<file path="config.mk">
export PLATFORM = sky130hd
export DESIGN_NAME = mem_port_arbiter_flat
export DESIGN_NICKNAME = d
export VERILOG_FILES = /design/src/rtl/mem_port_arbiter_if.sv /design/src/rtl/mem_port_arbiter.sv /design/src/flat_wrapper.sv
export SDC_FILE = /design/constraint.sdc
export NUM_CORES = 1
export LEC_CHECK = 0
export ABC_CLOCK_PERIOD_IN_PS = 9450
export CELL_PAD_IN_SITES_DETAIL_PLACEMENT = 1
export CELL_PAD_IN_SITES_GLOBAL_PLACEMENT = 1
export CORE_MARGIN = 4
export CORE_UTILIZATION = 33
export CTS_BUF_LIST = sky130_fd_sc_hd__clkbuf_2 sky130_fd_sc_hd__clkbuf_4 sky130_fd_sc_hd__clkbuf_8
export DETAILED_ROUTE_END_ITERATION = 10
export PLACE_DENSITY_LB_ADDON = 0.08
export SLEW_MARGIN = 5
export SYNTH_ARGS = -nofsm -noshare
export SYNTH_HDL_FRONTEND = slang
export SYNTH_SLANG_ARGS = --single-unit
</file>
<file path="constraint.sdc">
create_clock -name CLK -period 9.45 [get_ports CLK]
set_clock_uncertainty 0.1 [all_clocks]
set_input_delay 2.835 -clock CLK [delete_from_list [all_inputs] [get_ports CLK]]
set_output_delay 2.835 -clock CLK [all_outputs]
set_load 0.01 [all_outputs]
</file>
<file path="src/rtl/mem_port_arbiter_if.sv">
// mem_port_arbiter_if: CPU fetch/data request ports and memory array port of the arbiter
interface mem_port_arbiter_if #(parameter int ADDR_W = 5);
  logic              IF_REQ;
  logic [31:0]       IF_ADDR;
  logic [31:0]       IF_INST;
  logic              IF_ACK;
  logic              IF_ERR;
  logic              D_REQ;
  logic              D_WE;
  logic [1:0]        D_SIZE;
  logic              D_UNS;
  logic [31:0]       D_ADDR;
  logic [31:0]       D_WDATA;
  logic [31:0]       D_RDATA;
  logic              D_ACK;
  logic              D_ERR;
  logic              M_EN;
  logic              M_WE;
  logic [3:0]        M_BE;
  logic [ADDR_W-1:0] M_ADDR;
  logic [31:0]       M_WDATA;
  logic [31:0]       M_RDATA;
  logic              BUSY;
  modport slave (
    input  IF_REQ, IF_ADDR, D_REQ, D_WE, D_SIZE, D_UNS, D_ADDR, D_WDATA, M_RDATA,
    output IF_INST, IF_ACK, IF_ERR, D_RDATA, D_ACK, D_ERR, M_EN, M_WE, M_BE, M_ADDR, M_WDATA, BUSY
  );
  modport master (
    output IF_REQ, IF_ADDR, D_REQ, D_WE, D_SIZE, D_UNS, D_ADDR, D_WDATA, M_RDATA,
    input  IF_INST, IF_ACK, IF_ERR, D_RDATA, D_ACK, D_ERR, M_EN, M_WE, M_BE, M_ADDR, M_WDATA, BUSY
  );
endinterface

</file>
<file path="src/rtl/mem_port_arbiter.sv">
// mem_port_arbiter: round-robin fetch/data sharing of one sync-read word memory with lane select
module mem_port_arbiter #(parameter int ADDR_W = 5) (
  input logic CLK,
  input logic RST,
  mem_port_arbiter_if.slave bus
);
  typedef enum logic [1:0] {IDLE, ACCESS, CAPTURE, RESP} state_t;
  state_t state_q, state_d;
  logic last_q, last_d, gnt_q, gnt_d, we_q, we_d, uns_q, uns_d;
  logic [1:0] size_q, size_d, off_q, off_d;
  logic m_en_q, m_en_d, m_we_q, m_we_d;
  logic [3:0] m_be_q, m_be_d;
  logic [ADDR_W-1:0] m_addr_q, m_addr_d;
  logic [31:0] m_wdata_q, m_wdata_d, if_inst_q, if_inst_d, d_rdata_q, d_rdata_d;
  logic if_ack_q, if_ack_d, if_err_q, if_err_d, d_ack_q, d_ack_d, d_err_q, d_err_d, busy_q, busy_d;
  logic pick, req_err;
  logic [31:0] req_addr, ld;
  logic [1:0] req_size;
  logic [7:0] ld_b;
  logic [15:0] ld_h;
  logic unused_ok;
  // last_q=1 means data was served last, so fetch takes the next tie
  assign pick = bus.D_REQ & (~bus.IF_REQ | ~last_q);
  assign req_addr = pick ? bus.D_ADDR : bus.IF_ADDR;
  assign req_size = pick ? bus.D_SIZE : 2'd2;
  assign req_err = (req_size == 2'd3) | (req_size == 2'd2 & |req_addr[1:0]) | (req_size == 2'd1 & req_addr[0]);
  assign ld_b = bus.M_RDATA[{off_q, 3'b000} +: 8];
  assign ld_h = bus.M_RDATA[{off_q[1], 4'b0000} +: 16];
  assign ld = size_q == 2'd0 ? {{24{~uns_q & ld_b[7]}}, ld_b}
            : size_q == 2'd1 ? {{16{~uns_q & ld_h[15]}}, ld_h} : bus.M_RDATA;
  assign unused_ok = ^req_addr[31:ADDR_W+2];
  always_comb begin
    state_d = state_q;
    last_d = last_q;
    gnt_d = gnt_q;
    we_d = we_q;
    uns_d = uns_q;
    size_d = size_q;
    off_d = off_q;
    m_en_d = 1'b0;
    m_we_d = 1'b0;
    m_be_d = '0;
    m_addr_d = '0;
    m_wdata_d = '0;
    if_inst_d = '0;
    if_ack_d = 1'b0;
    if_err_d = 1'b0;
    d_rdata_d = '0;
    d_ack_d = 1'b0;
    d_err_d = 1'b0;
    unique case (state_q)
      IDLE: if (bus.IF_REQ | bus.D_REQ) begin
        gnt_d = pick;
        last_d = pick;
        we_d = pick & bus.D_WE;
        uns_d = bus.D_UNS;
        size_d = req_size;
        off_d = req_addr[1:0];
        state_d = req_err ? RESP : ACCESS;
        d_ack_d = req_err & pick;
        d_err_d = req_err & pick;
        if_ack_d = req_err & ~pick;
        if_err_d = req_err & ~pick;
        m_en_d = ~req_err;
        m_we_d = ~req_err & we_d;
        m_addr_d = req_err ? '0 : req_addr[ADDR_W+1:2];
        m_be_d = req_err ? 4'h0 : ~we_d ? 4'hf
               : req_size == 2'd0 ? 4'b0001 << req_addr[1:0]
               : req_size == 2'd1 ? 4'b0011 << {req_addr[1], 1'b0} : 4'hf;
        m_wdata_d = (req_err | ~we_d) ? '0
                  : req_size == 2'd0 ? {4{bus.D_WDATA[7:0]}}
                  : req_size == 2'd1 ? {2{bus.D_WDATA[15:0]}} : bus.D_WDATA;
      end
      ACCESS: begin
        state_d = we_q ? RESP : CAPTURE;
        d_ack_d = we_q;
      end
      CAPTURE: begin
        state_d = RESP;
        d_ack_d = gnt_q;
        d_rdata_d = gnt_q ? ld : '0;
        if_ack_d = ~gnt_q;
        if_inst_d = gnt_q ? '0 : bus.M_RDATA;
      end
      default: state_d = IDLE;
    endcase
    busy_d = state_d != IDLE;
  end
  always_ff @(posedge CLK or posedge RST)
    if (RST) begin
      state_q <= IDLE;
      last_q <= 1'b1;
      gnt_q <= 1'b0;
      we_q <= 1'b0;
      uns_q <= 1'b0;
      size_q <= '0;
      off_q <= '0;
      m_en_q <= 1'b0;
      m_we_q <= 1'b0;
      m_be_q <= '0;
      m_addr_q <= '0;
      m_wdata_q <= '0;
      if_inst_q <= '0;
      if_ack_q <= 1'b0;
      if_err_q <= 1'b0;
      d_rdata_q <= '0;
      d_ack_q <= 1'b0;
      d_err_q <= 1'b0;
      busy_q <= 1'b0;
    end else begin
      state_q <= state_d;
      last_q <= last_d;
      gnt_q <= gnt_d;
      we_q <= we_d;
      uns_q <= uns_d;
      size_q <= size_d;
      off_q <= off_d;
      m_en_q <= m_en_d;
      m_we_q <= m_we_d;
      m_be_q <= m_be_d;
      m_addr_q <= m_addr_d;
      m_wdata_q <= m_wdata_d;
      if_inst_q <= if_inst_d;
      if_ack_q <= if_ack_d;
      if_err_q <= if_err_d;
      d_rdata_q <= d_rdata_d;
      d_ack_q <= d_ack_d;
      d_err_q <= d_err_d;
      busy_q <= busy_d;
    end
  assign bus.M_EN = m_en_q;
  assign bus.M_WE = m_we_q;
  assign bus.M_BE = m_be_q;
  assign bus.M_ADDR = m_addr_q;
  assign bus.M_WDATA = m_wdata_q;
  assign bus.IF_INST = if_inst_q;
  assign bus.IF_ACK = if_ack_q;
  assign bus.IF_ERR = if_err_q;
  assign bus.D_RDATA = d_rdata_q;
  assign bus.D_ACK = d_ack_q;
  assign bus.D_ERR = d_err_q;
  assign bus.BUSY = busy_q;
endmodule

</file>
<file path="src/flat_wrapper.sv">
// flat-port wrapper written by rule: the top's interface ports become plain ports
module mem_port_arbiter_flat 
#(parameter int ADDR_W = 5)
  (CLK, RST, bus_IF_REQ, bus_IF_ADDR, bus_D_REQ, bus_D_WE, bus_D_SIZE, bus_D_UNS, bus_D_ADDR, bus_D_WDATA, bus_M_RDATA, bus_IF_INST, bus_IF_ACK, bus_IF_ERR, bus_D_RDATA, bus_D_ACK, bus_D_ERR, bus_M_EN, bus_M_WE, bus_M_BE, bus_M_ADDR, bus_M_WDATA, bus_BUSY);
  mem_port_arbiter_if #(.ADDR_W(ADDR_W)) bus_i ();
  input logic CLK;
  input logic RST;
  input wire logic [$bits(bus_i.IF_REQ)-1:0] bus_IF_REQ;
  input wire logic [$bits(bus_i.IF_ADDR)-1:0] bus_IF_ADDR;
  input wire logic [$bits(bus_i.D_REQ)-1:0] bus_D_REQ;
  input wire logic [$bits(bus_i.D_WE)-1:0] bus_D_WE;
  input wire logic [$bits(bus_i.D_SIZE)-1:0] bus_D_SIZE;
  input wire logic [$bits(bus_i.D_UNS)-1:0] bus_D_UNS;
  input wire logic [$bits(bus_i.D_ADDR)-1:0] bus_D_ADDR;
  input wire logic [$bits(bus_i.D_WDATA)-1:0] bus_D_WDATA;
  input wire logic [$bits(bus_i.M_RDATA)-1:0] bus_M_RDATA;
  output wire logic [$bits(bus_i.IF_INST)-1:0] bus_IF_INST;
  output wire logic [$bits(bus_i.IF_ACK)-1:0] bus_IF_ACK;
  output wire logic [$bits(bus_i.IF_ERR)-1:0] bus_IF_ERR;
  output wire logic [$bits(bus_i.D_RDATA)-1:0] bus_D_RDATA;
  output wire logic [$bits(bus_i.D_ACK)-1:0] bus_D_ACK;
  output wire logic [$bits(bus_i.D_ERR)-1:0] bus_D_ERR;
  output wire logic [$bits(bus_i.M_EN)-1:0] bus_M_EN;
  output wire logic [$bits(bus_i.M_WE)-1:0] bus_M_WE;
  output wire logic [$bits(bus_i.M_BE)-1:0] bus_M_BE;
  output wire logic [$bits(bus_i.M_ADDR)-1:0] bus_M_ADDR;
  output wire logic [$bits(bus_i.M_WDATA)-1:0] bus_M_WDATA;
  output wire logic [$bits(bus_i.BUSY)-1:0] bus_BUSY;
  assign bus_i.IF_REQ = bus_IF_REQ;
  assign bus_i.IF_ADDR = bus_IF_ADDR;
  assign bus_i.D_REQ = bus_D_REQ;
  assign bus_i.D_WE = bus_D_WE;
  assign bus_i.D_SIZE = bus_D_SIZE;
  assign bus_i.D_UNS = bus_D_UNS;
  assign bus_i.D_ADDR = bus_D_ADDR;
  assign bus_i.D_WDATA = bus_D_WDATA;
  assign bus_i.M_RDATA = bus_M_RDATA;
  assign bus_IF_INST = bus_i.IF_INST;
  assign bus_IF_ACK = bus_i.IF_ACK;
  assign bus_IF_ERR = bus_i.IF_ERR;
  assign bus_D_RDATA = bus_i.D_RDATA;
  assign bus_D_ACK = bus_i.D_ACK;
  assign bus_D_ERR = bus_i.D_ERR;
  assign bus_M_EN = bus_i.M_EN;
  assign bus_M_WE = bus_i.M_WE;
  assign bus_M_BE = bus_i.M_BE;
  assign bus_M_ADDR = bus_i.M_ADDR;
  assign bus_M_WDATA = bus_i.M_WDATA;
  assign bus_BUSY = bus_i.BUSY;
  mem_port_arbiter #(.ADDR_W(ADDR_W)) u_core (.CLK(CLK), .RST(RST), .bus(bus_i));
endmodule
</file>
==> results.json, run 1 <==
{
  "worstHoldStart": "u_core.we_q",
  "hold_depth": 2,
  "cp_max_fo": 25,
  "tns_ps": 0,
  "finalHoldViolations": 0,
  "worst_slew_margin_rel_pct": 21.5,
  "hp-class": "reg -> reg",
  "switchingPower_uw": 556,
  "worst-slew-pin-transition_ps": 1170,
  "first_global_vias": 4563,
  "diodes": 0,
  "n_fill_cell": 1610,
  "vias": 4032,
  "power_frac_comb_pct": 34.0,
  "numPortBuffers": 197,
  "htree_levels": 4,
  "insertion_delay_ps": 430,
  "avgSynthCellArea_um2": 11.5,
  "crit_type": "in -> reg",
  "cts.reportedPaths.clkPinSlew_ps": 70,
  "met2_usage_pct": 30.1,
  "vias_per_cell": 4.89,
  "fp.dieW_um": 132,
  "routed_wl_um": 15500,
  "grt_max_degree": 64,
  "hpwl_um": 11200,
  "gr-usage-met1_pct": 21.6,
  "globalRouteTotalUtil_pct": 18.4,
  "globalRoute.totalOverflow": 0,
  "rsz0062_at_grt": "no",
  "synthFlopType": "dfrtp_1",
  "outcome": "finished clean",
  "drv_slew": 0,
  "min_to": "u_core.we_q",
  "hold_buffers": 0,
  "drc": 0,
  "start_util_pct": 34.3,
  "power.sequential.fraction_pct": 39.6,
  "arrival_ps": 5790,
  "mostFrequentLayoutCell": "clkdlybuf4s50_1",
  "cts_tree": "done",
  "power_leakage_uw": 0.00348,
  "cap_violations": 0,
  "cts_buffer_depth": 2,
  "synth.distinct_cells": 44,
  "numCtsBuffers": 17,
  "reg2reg_depth": 4,
  "fin_crit_ps": 5570,
  "dieHeight_um": 132,
  "swShare_pct": 31.7,
  "vdd_drop_max_v": 0.0000890,
  "dpl.cell_count": 794,
  "syn_nets": 581,
  "cp.required_ps": 9670,
  "r2r-end": "u_core.bus.D_RDATA[2]",
  "reg2reg_slack_ps": 6810,
  "max_freq_mhz": 180,
  "final_cell_mix": "clkdlybuf4s50_1 (197), dfrtp_1 (121), nand2_1 (70)",
  "ys_warn_count": 0,
  "synth-edff-count": 0,
  "synthArstFlopShare_pct": 100,
  "layout-drive-gt1-share_pct": 9.98,
  "ctsResizeCount": 0,
  "clock-sinks": 122,
  "critPathLaunchType": "primary input",
  "busiest_layer": "met2",
  "drt-pass1-iter-count": 4,
  "grtUsageMet3_pct": 8.02,
  "p_per_area_mw_per_mm2": 234,
  "fin_crit_sh_pct": 58.9,
  "reg2reg_from": "u_core.off_q[1]",
  "fin_cells": 825,
  "wl_per_cell_um": 18.7,
  "end_kind": "flip-flop",
  "syn2layout_area_growth_pct": 48.4,
  "synth-seq-cells": 122,
  "seq_area_frac_synth_pct": 60.4,
  "die_area_mm2": 0.0174,
  "grt_pass1_wl_um": 25200,
  "num_rows": 44,
  "p_int_uw": 1200,
  "ant_nets": 0,
  "antenna_found_initial": 0,
  "drt_iter0_markers": 157,
  "clkPwrFrac_pct": 26.5,
  "setup_viol": 0,
  "post-cts-setup-buffer-count": 0,
  "synth_cells": 441,
  "syn-cell-area_mm2": 0.00506,
  "core_area_mm2": 0.0148,
  "gp_congestion": 0.766,
  "io_pins": 248,
  "nets": 769,
  "cts_root_buffer": "clkbuf_8"
}
[cells by family after synthesis]
logic type      share of synthesized area, %
simple gates                            14.9
flops                                   60.4
compound gates                          11.8
buf+inv                                 3.96
mux                                     7.99
fa+ha+maj                              0.989
[registers in the layout, indices dropped and copies added (netlist names), 2 cells and up]
| register | flops |
|---|---|
| u_core.bus.M_WDATA | 32 |
| u_core.bus.IF_INST | 32 |
| u_core.bus.D_RDATA | 32 |
| u_core.bus.M_BE | 4 |
| u_core.state_q | 2 |
| u_core.size_q | 2 |
| u_core.bus.M_ADDR | 5 |
| u_core.off_q | 2 |
[how the worst max path moves through the flow]
stage                             start                     to  slack (ps)
after CTS                 bus_D_SIZE[0]  u_core.bus.M_WDATA[2]        3860
after detailed placement  bus_D_SIZE[0]  u_core.bus.M_WDATA[4]        3380
after floorplan                     RST        u_core.bus.BUSY        3270
after global routing      bus_D_SIZE[0]  u_core.bus.M_WDATA[2]        3680
final                     bus_D_SIZE[0]  u_core.bus.M_WDATA[2]        3880
after global placement    bus_D_SIZE[0]  u_core.bus.M_WDATA[1]        3470
[layout make-up]
| type | instances | area [um2] | share of cell area, % |
|---|---|---|---|
| Inverter | 7 | 28.8 | 0.383 |
| Clock buffer | 23 | 304 | 4.05 |
| Clock inverter | 8 | 92.6 | 1.23 |
| Multi-Input combinational cell | 282 | 1810 | 24.1 |
| Tap cell | 184 | 230 | 3.07 |
| Sequential cell | 122 | 3050 | 40.7 |
| Timing Repair Buffer | 199 | 1990 | 26.5 |
[through the flow]
step	util, %	cell area, um2	setup WS (ps)	hold WS, ps	total power [uW]
after floorplan	-	5060	3270	369	1010
after global placement	48.2	7110	3470	407	1280
after detailed placement	48.2	7110	3380	424	1310
after CTS	50.9	7510	3860	445	1780
after global routing	50.9	7510	3680	458	1860
final	50.9	7510	3880	433	1750
[per-layer routing]
metal  routed length [um]  up-vias
li1                     -     1872
met1                 6300     1991
met2                 7620      151
met3                 1310       18
met4                  229        0
met5                    0        -
[synthesized netlist by cell type, drive strengths merged (2+ instances only)]
cell type	number	area share, %
o21ai	9	1.1
clkbuf	15	1.5
mux4	2	0.89
nor3	3	0.52
a211oi	9	1.3
ha	4	0.99
nand2	70	5.2
o22ai	8	0.99
a21o	17	2.5
and2	40	4.9
buf	15	1.9
nand3	2	0.20
or2	4	0.49
dfrtp	121	60
a31oi	14	1.7
inv	7	0.52
nand2b	2	0.25
a311oi	7	1.2
mux2	15	3.3
mux2i	19	3.8
nor2	26	1.9
or2b	2	0.35
a21oi	17	1.7
[power by group through the flow]
| stage | sequential [uW] | clock [uW] | combinational, uW |
|---|---|---|---|
| finish | 694 | 464 | 596 |
| global placement | 698 | 0 | 586 |
| global route | 709 | 504 | 652 |
| detailed placement | 707 | 0 | 605 |
| CTS | 696 | 479 | 608 |
| floorplan | 721 | 0 | 291 |
[worst max-delay path, stage by stage]
cell and delay, ps:
clkdlybuf4s50_1 1090, a21oi_1 200, nor2_1 180, or2_1 780, inv_1 420, and2_1 280
Note: power is estimated with default switching activity, not from simulation.
==> inputs of run 2 (changes only) <==
- ABC_CLOCK_PERIOD_IN_PS: 9450 -> 5800
- CORE_UTILIZATION: 33 -> 31
- clock period: 9.45 -> 5.8 ns (I/O delays scaled with it)
==> run 2 against run 1 <==
Net effect:
- wire length rose by 3.0%
- first-iteration DRC count up 36%
- combinational power is 64% higher
- clock-buffer cell count shrank 5
- worst hold slack better by 1.9 ps
- critical path depth increased by 1
- critical path type unchanged
- largest cell class unchanged
- largest power group unchanged
- highest routed layer unchanged
==> results.json, run 2 (same netlist as run 1, synthesis figures left out) <==
{
  "crit_type": "in -> reg",
  "post-cts-setup-buffer-count": 0,
  "fin_crit_sh_pct": 69.2,
  "max_freq_mhz": 249,
  "switchingPower_uw": 946,
  "vdd_drop_max_v": 0.000151,
  "vias_per_cell": 4.78,
  "drt_iter0_markers": 214,
  "numCtsBuffers": 17,
  "hold_depth": 2,
  "nets": 772,
  "globalRouteTotalUtil_pct": 17.6,
  "r2r-end": "u_core.bus.D_RDATA[5]",
  "ctsResizeCount": 0,
  "finalHoldViolations": 0,
  "gr-usage-met1_pct": 21.3,
  "busiest_layer": "met2",
  "drv_slew": 0,
  "io_pins": 248,
  "numPortBuffers": 197,
  "p_total_uw": 2950,
  "power_frac_comb_pct": 33.1,
  "p_per_area_mw_per_mm2": 387,
  "hold_buffers": 0,
  "rsz0062_at_grt": "no",
  "diodes": 0,
  "num_rows": 46,
  "hpwl_um": 11600,
  "htree_levels": 4,
  "cts_buffer_depth": 2,
  "grt_pass1_wl_um": 24800,
  "cts.reportedPaths.clkPinSlew_ps": 70,
  "cp.required_ps": 6020,
  "globalRoute.totalOverflow": 0,
  "routed_wl_um": 15900,
  "fin_cells": 861,
  "reg2reg_slack_ps": 3180,
  "min_to": "u_core.we_q",
  "worst-slew-pin-transition_ps": 1140,
  "syn2layout_area_growth_pct": 50.5,
  "arrival_ps": 4230,
  "drc": 0,
  "dpl.cell_count": 829,
  "mostFrequentLayoutCell": "clkdlybuf4s50_1",
  "dieHeight_um": 136,
  "multi_input_area_mm2": 0.00181,
  "pre_cts_ws_ps": 1310,
  "n_fill_cell": 1730,
  "clkPwrFrac_pct": 28.6,
  "end_kind": "flip-flop",
  "cts_root_buffer": "clkbuf_8",
  "layout-drive-gt1-share_pct": 10.5,
  "power_leakage_uw": 0.00350,
  "clock-sinks": 122,
  "reg2reg_from": "u_core.off_q[1]",
  "met2_usage_pct": 28.6,
  "cp_max_fo": 25,
  "fin_crit_ps": 4010,
  "hp-class": "reg -> reg",
  "gp_congestion": 0.778,
  "die_area_mm2": 0.0184,
  "insertion_delay_ps": 430,
  "power.sequential.fraction_pct": 38.2,
  "worst_slew_margin_rel_pct": 24.0,
  "drt-pass1-iter-count": 4,
  "antenna_found_initial": 0,
  "cts_tree": "done",
  "first_global_vias": 4412,
  "wl_per_cell_um": 18.5,
  "fin_ws_ps": 1790,
  "outcome": "finished clean",
  "start_util_pct": 31.7,
  "critPathLaunchType": "primary input",
  "swShare_pct": 32.1,
  "ant_nets": 0,
  "fp.dieW_um": 136,
  "grt_max_degree": 80,
  "setup_viol": 0,
  "reg2reg_depth": 4,
  "regArea_mm2": 0.00305,
  "core_area_mm2": 0.0159,
  "worstHoldStart": "u_core.we_q",
  "p_int_uw": 2000,
  "cap_violations": 0,
  "tns_ps": 0,
  "final_cell_mix": "clkdlybuf4s50_1 (197), dfrtp_1 (121), nand2_1 (70)",
  "grtUsageMet3_pct": 6.65,
  "vias": 4112
}
==> run 2: cell types whose count changed in the layout (fill, tap and decap cells not counted), sizes merged <==
cell,change
clkinv,+1
buf,+3
clkinvlp,+2
inv,+1
bufinv,+2
clkbuf,-5
==> run 2: area by class of cell <==
cell class,instances,area share [%]
Sequential cell,122,40.1
Timing Repair Buffer,202,26.4
Multi-Input combinational cell,282,23.8
Tap cell,216,3.55
Clock buffer,18,3.25
Clock inverter,14,2.58
Inverter,7,0.378
==> run 2: how the worst max path moves through the flow <==
stage                       endpoint  cells after the start  slack, ps          start
2_1_floorplan        u_core.bus.BUSY                      1        720            RST
3_3_place_gp   u_core.bus.M_WDATA[3]                      7       1370  bus_D_SIZE[0]
3_5_place_dp   u_core.bus.M_WDATA[3]                      7       1310  bus_D_SIZE[0]
4_1_cts        u_core.bus.M_WDATA[3]                      7       1790  bus_D_SIZE[0]
5_1_grt        u_core.bus.M_WDATA[6]                      7       1650  bus_D_SIZE[0]
6_report       u_core.bus.M_WDATA[3]                      7       1790  bus_D_SIZE[0]
==> run 2: critical path: stages <==
cell and delay, ps:
clkdlybuf4s50_1 450, buf_4 270, a21oi_1 140, nor2_1 160, or2_1 770, inv_1 390, and2_1 280
==> run 2: power by group through the flow <==
stage / clock network, uW / registers, uW / logic, uW
after detailed placement: 0 / 1150 / 988
after floorplan: 0 / 1180 / 475
after global routing: 909 / 1150 / 1060
after CTS: 869 / 1130 / 994
after global placement: 0 / 1140 / 962
final: 845 / 1130 / 977
==> run 2: layer usage <==
| layer | vias up | part of all wire (%) |
|---|---|---|
| met4 | 0 | 2.0 |
| met3 | 20 | 9.0 |
| li1 | 1878 | - |
| met1 | 2048 | 40 |
| met5 | - | 0 |
| met2 | 166 | 49 |
==> run 2: stage by stage <==
step	util, %	hold WS, ps	instance area (um2)
2_1_floorplan	-	369	5060
3_3_place_gp	45.0	409	7170
3_5_place_dp	45.0	414	7170
4_1_cts	47.8	441	7620
5_1_grt	47.8	470	7620
6_report	47.8	435	7620
==> inputs of run 3 (changes only) <==
- ABC_CLOCK_PERIOD_IN_PS: 5800 -> 4100
- clock period: 5.8 -> 4.1 ns (I/O delays scaled with it)
==> run 3 against run 2 <==
Net effect:
- clock power grew 29%
- sequential power rose by 42%
- largest power group unchanged
- combinational power increased by 42%
- flip-flop and latch count is the same
- non-clock buffer count up 5
- power rose by 38%
- cell count up 0.58%
- design area up 0.30%
- setup slack worse by 590 ps
==> results.json, run 3 (same netlist as run 1, synthesis figures left out) <==
{
  "grt_pass1_wl_um": 25400,
  "holdWs_ps": 445,
  "n_fill_cell": 1737,
  "fin_crit_sh_pct": 70.9,
  "globalRoute.totalOverflow": 0,
  "critPathBufInv": 1,
  "num_rows": 46,
  "ctsResizeCount": 0,
  "grt_max_degree": 35,
  "first_global_vias": 4628,
  "reg2reg_slack_ps": 1540,
  "crit_type": "in -> reg",
  "arrival_ps": 3160,
  "p_per_area_mw_per_mm2": 534,
  "max_freq_mhz": 344,
  "endpoint": "u_core.bus.M_BE[2]",
  "globalRouteTotalUtil_pct": 17.9,
  "syn2layout_area_growth_pct": 51.0,
  "vdd_drop_max_v": 0.000220,
  "vias_per_cell": 4.77,
  "clock-sinks": 122,
  "hp-class": "reg -> reg",
  "cts.reportedPaths.clkPinSlew_ps": 70,
  "crit_family": "compound AO/OA/AOI/OAI gates",
  "ant_nets": 0,
  "worst_slew_margin_rel_pct": 25.7,
  "setup_viol": 0,
  "vias": 4131,
  "tns_ps": 0,
  "post-cts-setup-buffer-count": 0,
  "critPathSlowestCell": "clkdlybuf4s50_1",
  "layout-drive-gt1-share_pct": 11.2,
  "reg2reg_from": "u_core.off_q[1]",
  "path_cells": "clkdlybuf4s50_1 -> a21bo_1 -> nor3_1 -> or3b_1 -> a31oi_1",
  "cp.depth": 5,
  "cts_tree": "done",
  "nets": 777,
  "multi_input_area_mm2": 0.00181,
  "cap_violations": 0,
  "reg2reg_depth": 4,
  "htree_levels": 4,
  "cts_root_buffer": "clkbuf_8",
  "outcome": "finished clean",
  "worst-slew-pin-transition_ps": 1110,
  "insertion_delay_ps": 440,
  "finalHoldViolations": 0,
  "fin_crit_ps": 2910,
  "final_cell_mix": "clkdlybuf4s50_1 (197), dfrtp_1 (121), nand2_1 (70)",
  "hpwl_um": 11700,
  "cp.required_ps": 4350,
  "fp.dieW_um": 136,
  "mostFrequentLayoutCell": "clkdlybuf4s50_1",
  "cp_max_fo": 10,
  "routed_wl_um": 16100,
  "hold_buffers": 0,
  "numPortBuffers": 197,
  "io_pins": 248,
  "dieHeight_um": 136,
  "cts_buffer_depth": 2,
  "gp_congestion": 0.744,
  "drv_slew": 0,
  "numCtsBuffers": 17,
  "slowest_delay_ps": 570,
  "drc": 0,
  "power_leakage_uw": 0.00351,
  "antenna_found_initial": 0,
  "core_area_mm2": 0.0159,
  "wl_per_cell_um": 18.6,
  "end_kind": "flip-flop",
  "start_util_pct": 31.7,
  "r2r-end": "u_core.bus.D_RDATA[0]",
  "critPathLaunchType": "primary input",
  "die_area_mm2": 0.0184,
  "rsz0062_at_grt": "no",
  "diodes": 0,
  "drt_iter0_markers": 178,
  "drt-pass1-iter-count": 4,
  "regArea_mm2": 0.00305,
  "cp-startpoint": "bus_IF_REQ"
}
run 3: cell count changes in the layout (fill, tap and decap cells not counted), moves of 2 or more:
cell	change
clkinvlp_4	+4
buf_4	+3
bufinv_16	-2
buf_12	+2
clkbuf_8	+2
clkinv_4	-4
run 3: layout make-up:
class | count | area share [%]
Clock inverter | 11 | 1.57
Tap cell | 216 | 3.54
Clock buffer | 21 | 3.70
Multi-Input combinational cell | 282 | 23.7
Inverter | 7 | 0.393
Timing Repair Buffer | 207 | 27.1
Sequential cell | 122 | 40.0
run 3: power breakdown:
part	switching [uW]	internal, uW	total, uW	leakage, uW
clock	499	591	1090	0.000189
combinational	676	714	1390	0.00166
sequential	151	1450	1600	0.00166
run 3: worst min path at each step:
stage	endpoint	from	depth (start not counted)	slack, ps
2_1_floorplan	u_core.we_q	u_core.we_q	2	370
3_3_place_gp	u_core.we_q	u_core.we_q	2	410
3_5_place_dp	u_core.gnt_q	u_core.gnt_q	2	440
4_1_cts	u_core.gnt_q	u_core.gnt_q	2	450
5_1_grt	u_core.gnt_q	u_core.gnt_q	2	480
6_report	u_core.gnt_q	u_core.gnt_q	2	440
run 3: through the flow:
stage	setup WS (ps)	power, uW	util [%]	instance area, um2	instances
floorplan	1270	2330	-	5060	441
global placement	805	2980	45.4	7240	834
detailed placement	743	3040	45.4	7240	834
CTS	1190	4150	47.9	7640	866
global route	1060	4320	47.9	7640	866
finish	1190	4080	47.9	7640	866
run 3: layer usage:
layer / wire (um) / GRT usage, % / vias up
met2: 7820 / 29.3 / 163
met4: 458 / 7.78 / 0
li1: - / - / 1890
met5: 0 / 0 / -
met1: 6450 / 21.1 / 2048
met3: 1370 / 6.65 / 30
run 3: worst register-to-register path, delay by kind of cell, from the launching register on:
family | cells | cell delay (ps)
flops | 1 | 870
compound gates | 1 | 330
simple gates | 3 | 1160
